==> config.mk <==
export PLATFORM = sky130hd
export DESIGN_NAME = palette_sprite_renderer_flat
export DESIGN_NICKNAME = d
export VERILOG_FILES = /design/src/rtl/palette_sprite_renderer_if.sv /design/src/rtl/palette_sprite_renderer.sv /design/src/flat_wrapper.sv
export SDC_FILE = /design/constraint.sdc
export NUM_CORES = 1
export LEC_CHECK = 0
export CORE_AREA = 2 2 164 86
export DETAILED_ROUTE_END_ITERATION = 6
export DIE_AREA = 0 0 166 88
export GPL_ROUTABILITY_DRIVEN = 0
export GPL_TIMING_DRIVEN = 0
export PLACE_DENSITY = 0.77
export SLEW_MARGIN = 20
export SYNTH_ARGS = -nofsm -noshare
export SYNTH_HDL_FRONTEND = slang
export SYNTH_SLANG_ARGS = --single-unit
==> constraint.sdc <==
create_clock -name vga_clk -period 3.9 [get_ports vga_clk]
set_input_delay 0.78 -clock vga_clk [delete_from_list [all_inputs] [get_ports vga_clk]]
set_output_delay 0.78 -clock vga_clk [all_outputs]
set_load 0.02 [all_outputs]
==> src/rtl/palette_sprite_renderer_if.sv <==
// ============================================================================
// Module   : palette_sprite_renderer_if
// Brief    : Video timing, control, ROM and palette signals of the sprite layer.
// Revision : 1.0
// ============================================================================
`default_nettype none

interface palette_sprite_renderer_if #(
    parameter int PIX_BITS = 4,
    parameter int ADDR_W   = 19
);
    logic [9:0]          DrawX;
    logic [9:0]          DrawY;
    logic                blank;
    logic                show;
    logic [9:0]          pos_x;
    logic [9:0]          pos_y;
    logic                pos_we;
    logic                fade_start;
    logic                fade_dir;
    logic [ADDR_W-1:0]   rom_address;
    logic [PIX_BITS-1:0] rom_q;
    logic [PIX_BITS-1:0] pal_index;
    logic [3:0]          palette_red;
    logic [3:0]          palette_green;
    logic [3:0]          palette_blue;
    logic [3:0]          red;
    logic [3:0]          green;
    logic [3:0]          blue;
    logic                opaque;
    logic                fade_busy;

    // System side: VGA timing, control strobes, ROM data and palette lookup.
    modport master (
        output DrawX, DrawY, blank, show, pos_x, pos_y, pos_we,
               fade_start, fade_dir, rom_q, palette_red, palette_green, palette_blue,
        input  rom_address, pal_index, red, green, blue, opaque, fade_busy
    );

    modport slave (
        input  DrawX, DrawY, blank, show, pos_x, pos_y, pos_we,
               fade_start, fade_dir, rom_q, palette_red, palette_green, palette_blue,
        output rom_address, pal_index, red, green, blue, opaque, fade_busy
    );
endinterface

`default_nettype wire

==> src/rtl/palette_sprite_renderer.sv <==
// ============================================================================
// Module   : palette_sprite_renderer
// Brief    : ROM-backed palettized sprite with scaling, colour key and fade.
// Revision : 1.0
// ============================================================================
`default_nettype none

module palette_sprite_renderer #(
    parameter int IMG_W       = 640,
    parameter int IMG_H       = 480,
    parameter int SCALE_SHIFT = 0,
    parameter int PIX_BITS    = 4,
    parameter int ADDR_W      = 19,
    parameter int ROM_LAT     = 1,
    parameter int KEY_EN      = 0,
    parameter int KEY_INDEX   = 0,
    parameter int FADE_FRAMES = 2
) (
    input  logic                       vga_clk,
    input  logic                       reset,
    palette_sprite_renderer_if.slave   bus
);
    localparam logic [11:0]         c_SPAN_X   = 12'(IMG_W << SCALE_SHIFT);
    localparam logic [11:0]         c_SPAN_Y   = 12'(IMG_H << SCALE_SHIFT);
    localparam logic [PIX_BITS-1:0] c_KEY      = PIX_BITS'(KEY_INDEX);
    localparam int                  c_CNT_W    = (FADE_FRAMES > 1) ? $clog2(FADE_FRAMES) : 1;
    localparam logic [c_CNT_W-1:0]  c_CNT_LAST = c_CNT_W'(FADE_FRAMES - 1);

    typedef enum logic [1:0] {
        S_IDLE     = 2'd0,
        S_FADE_IN  = 2'd1,
        S_FADE_OUT = 2'd2
    } fade_state_t;

    logic                w_fs;
    logic [9:0]          r_ax, r_ay, r_px, r_py;
    logic                r_pend;
    logic [11:0]         w_x12, w_y12, w_ax12, w_ay12, w_dx, w_dy;
    logic                w_inside;
    logic [ADDR_W-1:0]   w_addr;
    logic [ADDR_W-1:0]   r_rom_address;
    logic [ROM_LAT:0]    r_blank_p, r_inside_p;
    logic                w_vis;
    logic [3:0]          r_red, r_green, r_blue;
    logic                r_opaque;
    fade_state_t         r_state, w_state_nx;
    logic [4:0]          r_level, w_level_nx;
    logic [c_CNT_W-1:0]  r_cnt, w_cnt_nx;

    assign w_fs = (bus.DrawX == 10'd0) && (bus.DrawY == 10'd0);

    // Position double-buffer: new positions only take effect at frame start.
    always_ff @(posedge vga_clk or posedge reset) begin
        if (reset) begin
            r_ax   <= '0;
            r_ay   <= '0;
            r_px   <= '0;
            r_py   <= '0;
            r_pend <= 1'b0;
        end else begin
            if (w_fs && r_pend) begin
                r_ax <= r_px;
                r_ay <= r_py;
            end
            if (bus.pos_we) begin
                r_px   <= bus.pos_x;
                r_py   <= bus.pos_y;
                r_pend <= 1'b1;
            end else if (w_fs) begin
                r_pend <= 1'b0;
            end
        end
    end

    // 12-bit compares keep ax + span from wrapping past the screen edge.
    assign w_x12    = {2'b00, bus.DrawX};
    assign w_y12    = {2'b00, bus.DrawY};
    assign w_ax12   = {2'b00, r_ax};
    assign w_ay12   = {2'b00, r_ay};
    assign w_dx     = w_x12 - w_ax12;
    assign w_dy     = w_y12 - w_ay12;
    assign w_inside = bus.show
                   && (w_x12 >= w_ax12) && (w_x12 < w_ax12 + c_SPAN_X)
                   && (w_y12 >= w_ay12) && (w_y12 < w_ay12 + c_SPAN_Y);
    assign w_addr   = ADDR_W'(w_dy >> SCALE_SHIFT) * ADDR_W'(IMG_W)
                    + ADDR_W'(w_dx >> SCALE_SHIFT);

    always_ff @(posedge vga_clk or posedge reset) begin
        if (reset) begin
            r_rom_address <= '0;
            r_blank_p     <= '0;
            r_inside_p    <= '0;
        end else begin
            r_rom_address <= w_inside ? w_addr : '0;
            r_blank_p     <= {r_blank_p[ROM_LAT-1:0], bus.blank};
            r_inside_p    <= {r_inside_p[ROM_LAT-1:0], w_inside};
        end
    end

    assign bus.rom_address = r_rom_address;
    assign bus.pal_index   = bus.rom_q;

    assign w_vis = r_blank_p[ROM_LAT] && r_inside_p[ROM_LAT]
                && !((KEY_EN != 0) && (bus.rom_q == c_KEY));

    always_ff @(posedge vga_clk or posedge reset) begin
        if (reset) begin
            r_red    <= '0;
            r_green  <= '0;
            r_blue   <= '0;
            r_opaque <= 1'b0;
        end else begin
            r_opaque <= w_vis;
            r_red    <= w_vis ? 4'((9'(bus.palette_red)   * 9'(r_level)) >> 4) : 4'd0;
            r_green  <= w_vis ? 4'((9'(bus.palette_green) * 9'(r_level)) >> 4) : 4'd0;
            r_blue   <= w_vis ? 4'((9'(bus.palette_blue)  * 9'(r_level)) >> 4) : 4'd0;
        end
    end

    assign bus.red    = r_red;
    assign bus.green  = r_green;
    assign bus.blue   = r_blue;
    assign bus.opaque = r_opaque;

    always_ff @(posedge vga_clk or posedge reset) begin
        if (reset) begin
            r_state <= S_IDLE;
            r_level <= 5'd16;
            r_cnt   <= '0;
        end else begin
            r_state <= w_state_nx;
            r_level <= w_level_nx;
            r_cnt   <= w_cnt_nx;
        end
    end

    // A step that lands on (or starts at) the target level ends the fade.
    always_comb begin
        w_state_nx = r_state;
        w_level_nx = r_level;
        w_cnt_nx   = r_cnt;
        case (r_state)
            S_IDLE: begin
                if (bus.fade_start) begin
                    w_state_nx = bus.fade_dir ? S_FADE_IN : S_FADE_OUT;
                    w_cnt_nx   = '0;
                end
            end
            S_FADE_IN: begin
                if (w_fs) begin
                    if (r_cnt == c_CNT_LAST) begin
                        w_cnt_nx = '0;
                        if (r_level >= 5'd16) begin
                            w_state_nx = S_IDLE;
                        end else begin
                            w_level_nx = r_level + 5'd1;
                            if (r_level == 5'd15) w_state_nx = S_IDLE;
                        end
                    end else begin
                        w_cnt_nx = r_cnt + 1'b1;
                    end
                end
            end
            S_FADE_OUT: begin
                if (w_fs) begin
                    if (r_cnt == c_CNT_LAST) begin
                        w_cnt_nx = '0;
                        if (r_level == 5'd0) begin
                            w_state_nx = S_IDLE;
                        end else begin
                            w_level_nx = r_level - 5'd1;
                            if (r_level == 5'd1) w_state_nx = S_IDLE;
                        end
                    end else begin
                        w_cnt_nx = r_cnt + 1'b1;
                    end
                end
            end
            default: w_state_nx = S_IDLE;
        endcase
    end

    assign bus.fade_busy = (r_state != S_IDLE);

endmodule

`default_nettype wire

==> src/flat_wrapper.sv <==
// flat-port wrapper written by rule: the top's interface ports become plain ports
module palette_sprite_renderer_flat 
#(
    parameter int IMG_W       = 640,
    parameter int IMG_H       = 480,
    parameter int SCALE_SHIFT = 0,
    parameter int PIX_BITS    = 4,
    parameter int ADDR_W      = 19,
    parameter int ROM_LAT     = 1,
    parameter int KEY_EN      = 0,
    parameter int KEY_INDEX   = 0,
    parameter int FADE_FRAMES = 2
)
  (vga_clk, reset, bus_DrawX, bus_DrawY, bus_blank, bus_show, bus_pos_x, bus_pos_y, bus_pos_we, bus_fade_start, bus_fade_dir, bus_rom_q, bus_palette_red, bus_palette_green, bus_palette_blue, bus_rom_address, bus_pal_index, bus_red, bus_green, bus_blue, bus_opaque, bus_fade_busy);
  palette_sprite_renderer_if #(.PIX_BITS(PIX_BITS), .ADDR_W(ADDR_W)) bus_i ();
  input  logic vga_clk;
  input  logic reset;
  input wire logic [$bits(bus_i.DrawX)-1:0] bus_DrawX;
  input wire logic [$bits(bus_i.DrawY)-1:0] bus_DrawY;
  input wire logic [$bits(bus_i.blank)-1:0] bus_blank;
  input wire logic [$bits(bus_i.show)-1:0] bus_show;
  input wire logic [$bits(bus_i.pos_x)-1:0] bus_pos_x;
  input wire logic [$bits(bus_i.pos_y)-1:0] bus_pos_y;
  input wire logic [$bits(bus_i.pos_we)-1:0] bus_pos_we;
  input wire logic [$bits(bus_i.fade_start)-1:0] bus_fade_start;
  input wire logic [$bits(bus_i.fade_dir)-1:0] bus_fade_dir;
  input wire logic [$bits(bus_i.rom_q)-1:0] bus_rom_q;
  input wire logic [$bits(bus_i.palette_red)-1:0] bus_palette_red;
  input wire logic [$bits(bus_i.palette_green)-1:0] bus_palette_green;
  input wire logic [$bits(bus_i.palette_blue)-1:0] bus_palette_blue;
  output wire logic [$bits(bus_i.rom_address)-1:0] bus_rom_address;
  output wire logic [$bits(bus_i.pal_index)-1:0] bus_pal_index;
  output wire logic [$bits(bus_i.red)-1:0] bus_red;
  output wire logic [$bits(bus_i.green)-1:0] bus_green;
  output wire logic [$bits(bus_i.blue)-1:0] bus_blue;
  output wire logic [$bits(bus_i.opaque)-1:0] bus_opaque;
  output wire logic [$bits(bus_i.fade_busy)-1:0] bus_fade_busy;
  assign bus_i.DrawX = bus_DrawX;
  assign bus_i.DrawY = bus_DrawY;
  assign bus_i.blank = bus_blank;
  assign bus_i.show = bus_show;
  assign bus_i.pos_x = bus_pos_x;
  assign bus_i.pos_y = bus_pos_y;
  assign bus_i.pos_we = bus_pos_we;
  assign bus_i.fade_start = bus_fade_start;
  assign bus_i.fade_dir = bus_fade_dir;
  assign bus_i.rom_q = bus_rom_q;
  assign bus_i.palette_red = bus_palette_red;
  assign bus_i.palette_green = bus_palette_green;
  assign bus_i.palette_blue = bus_palette_blue;
  assign bus_rom_address = bus_i.rom_address;
  assign bus_pal_index = bus_i.pal_index;
  assign bus_red = bus_i.red;
  assign bus_green = bus_i.green;
  assign bus_blue = bus_i.blue;
  assign bus_opaque = bus_i.opaque;
  assign bus_fade_busy = bus_i.fade_busy;
  palette_sprite_renderer #(.IMG_W(IMG_W), .IMG_H(IMG_H), .SCALE_SHIFT(SCALE_SHIFT), .PIX_BITS(PIX_BITS), .ADDR_W(ADDR_W), .ROM_LAT(ROM_LAT), .KEY_EN(KEY_EN), .KEY_INDEX(KEY_INDEX), .FADE_FRAMES(FADE_FRAMES)) u_core (.vga_clk(vga_clk), .reset(reset), .bus(bus_i));
endmodule
==> impl_metrics.json <==
{
  "hold_path.startpoint": "u_core.r_inside_p[0]",
  "finalSetupViolations": 1,
  "via_per_inst": 5.52,
  "fillerInstances": 983,
  "syn_nets": 848,
  "peakVddDrop_mv": 0.263,
  "dp_hpwl_mm": 12.7,
  "ys_ff_latch": 85,
  "fin_skew_ps": 9.14,
  "synth_area_sq_mm": 0.00647,
  "dp_slack_ps": -1120,
  "whs_path_depth": 0,
  "ctsRootBufferMaster": "clkbuf_16",
  "grt_max_degree": 60,
  "synth_top_cell_area_share": 0.325,
  "synthFlopType": "dfrtp_1",
  "finalCriticalPeriod_ps": 4000,
  "layout-drive-gt1-share": 0.189,
  "r2r_slack_ps": 10,
  "cts_buffers": 9,
  "crit_path_end_kind": "flip-flop",
  "cts_hold_buf": 0,
  "route.detailed.drc": 0,
  "crit_cells": 17,
  "slew_violations": 0,
  "cap_viol_max_count": 0,
  "yosysWarnings": 0,
  "clk_path_buf_depth": 2,
  "ys_async_sr_fraction": 1.00,
  "drt_wl_total_mm": 17.5,
  "status": "complete, but fails checks",
  "post-route-period-util": 1.03,
  "min_to": "u_core.r_inside_p[1]",
  "avgRoutedWirePerCell_um": 17.4,
  "grt_pass1_vias": 5738,
  "avgSynthCellArea_sq_um": 9.47,
  "cpLargestDelayFamily": "compound AO/OA/AOI/OAI gates",
  "syn2layout_area_growth_pct": 34.9,
  "layout.nets": 989,
  "path_clk_slew_ps": 70,
  "cp_slowest_cell": "ha_1",
  "hold_viol_final": 0,
  "rr_worst_depth": 16,
  "firstDrtPassIters": 5,
  "io_pins": 100,
  "syn_inst": 683,
  "synth-edff-count": 0,
  "critPathRequiredTime_ps": 4180,
  "failed_checks": "setup timing",
  "coreArea_sq_mm": 0.0132,
  "p_per_area_mw_per_mm2": 416,
  "clock_sinks": 85,
  "placementRows": 30,
  "ys_types": 61,
  "dieHeight_um": 88,
  "slowest_delay_ps": 380,
  "ys_seq_area_frac": 0.329,
  "clock_latency_ps": 340,
  "cts_tree": "yes",
  "worstPathArrival_ps": 4280,
  "die_area_sq_mm": 0.0146,
  "grt_pass1_wl_mm": 28.5,
  "antenna_found_initial": 1,
  "cts_max_level": 3,
  "numPortBuffers": 95,
  "mostFrequentLayoutCells": "84 x dfrtp_1, 82 x clkdlybuf4s50_1, 69 x inv_1",
  "start_kind": "input port",
  "overflow": 0,
  "hold_class": "reg -> reg",
  "timing.slew.headroom": 0.625,
  "crit_buf_inv": 3,
  "path_class": "in -> reg",
  "p_leak_nw": 4.00,
  "drt_iter0_markers": 350,
  "max_freq_mhz": 250,
  "p_total_mw": 3.63,
  "start_util": 0.491,
  "crit_fanout": 5,
  "cp_cell_sequence": "buf_6, inv_12, ha_4, inv_2, fa_2, a21o_4, a221oi_4, xor2_2, xnor2_1, ha_1, o21a_1, o31a_1, o31ai_4, o31ai_4, nor4_4, xor3_1, nor2_1",
  "timing.rr.end": "u_core.bus.rom_address[18]",
  "die_x_um": 166,
  "ant_nets": 0,
  "r2r_start": "u_core.r_ay[1]",
  "final_common_cell": "dfrtp_1",
  "vias": 5556,
  "crit_top_cell": "o31ai_4",
  "finalWorstSetupSlack_ps": -98.3,
  "grt_usage": 0.247,
  "yosysTopAreaCell": "dfrtp_1",
  "synth_area_leaders": "dfrtp_1 32%, ha_1 16%, fa_1 5.9%",
  "rsz0062_at_grt": "true",
  "worstMarginPinSlew_ps": 563
}
-- area by class of cell --
cell class	count	area [sq um]	share of cell area
Clock inverter	7	80.1	0.00918
Timing Repair Buffer	130	1220	0.140
Tap cell	176	220	0.0252
Inverter	75	297	0.0340
Multi-Input combinational cell	503	4460	0.511
Antenna cell	1	2.50	0.000287
Sequential cell	85	2130	0.244
Buffer	20	92.6	0.0106
Clock buffer	9	225	0.0258
-- how the worst max path moves through the flow --
stage	start	end
floorplan	bus_DrawY[0]	u_core.bus.rom_address[18]
global placement	bus_DrawY[0]	u_core.bus.rom_address[18]
detailed placement	bus_DrawY[0]	u_core.bus.rom_address[18]
CTS	bus_DrawY[5]	u_core.bus.rom_address[18]
global route	bus_DrawY[0]	u_core.bus.rom_address[18]
finish	bus_DrawY[0]	u_core.bus.rom_address[18]
-- state kept, by name (all words and copies together) (netlist names) --
signal and cells:
u_core.bus.blue 4, u_core.r_ax 10, u_core.r_inside_p 2, u_core.r_px 10
u_core.r_blank_p 2, u_core.r_ay 10, u_core.bus.opaque 1, u_core.bus.green 4
u_core.r_state 2, u_core.r_cnt 1, u_core.bus.red 4, u_core.r_level 5
u_core.bus.rom_address 19, u_core.r_py 10, u_core.r_pend 1
-- stage by stage --
step                      TNS (ps)  hold WS (ps)  std cells  cell area (sq um)   util
final                        -98.3           348       1006               8730  0.662
after global routing          -398           358       1006               8730  0.662
after CTS                        0           349        999               8570  0.650
after detailed placement     -6320           339        955               7740  0.587
after global placement      -26500           336        954               7710  0.585
after floorplan              -59.4           331        683               6540      -
-- cell usage after synthesis (8+ instances only) --
cell      count
dfrtp_1      84
ha_1         83
inv_1        74
nand2_1      69
nor2_1       53
xnor2_1      40
o21ai_0      31
a21oi_1      22
and2_1       22
mux2_2       21
fa_1         19
clkbuf_1     15
nor3_1       13
a21o_1       12
o21a_1       10
xor2_1       10
a211oi_1      8
nor2b_1       8
o21ai_1       8
o21bai_1      8
-- logic make-up (layout without fill, tap and decap cells) --
logic type / count (synthesis) / count (layout) / synth area share
buffers and inverters: 95 / 241 / 0.0576
adders and majority gates: 102 / 102 / 0.219
and+or+nand+nor: 197 / 197 / 0.146
muxes: 23 / 23 / 0.0400
xor gates and xnor gates: 52 / 52 / 0.0748
DFF: 85 / 85 / 0.329
AOI/OAI and AO/OA: 129 / 129 / 0.133
other: 0 / 1 / 0
-- timing repair --
item                                    in CTS  in global routing
resized for setup                           79                 23
pin swaps                                   39                 14
buffers inserted                            28                  6
endpoints found under the setup margin       8                 10
-- per-layer routing --
metal,track usage,vias to the layer above,part of all wire
met5,0,-,0
met3,0.0484,43,0.065
li1,-,2609,-
met4,0.0751,0,0.018
met1,0.342,2663,0.47
met2,0.398,241,0.44
-- report_power, final --
part	total, mW	switching (mW)	internal, mW
clock network	0.884	0.378	0.507
logic	1.76	0.960	0.797
registers	0.993	0.0519	0.941
Power figures use the tool's default switching activity.
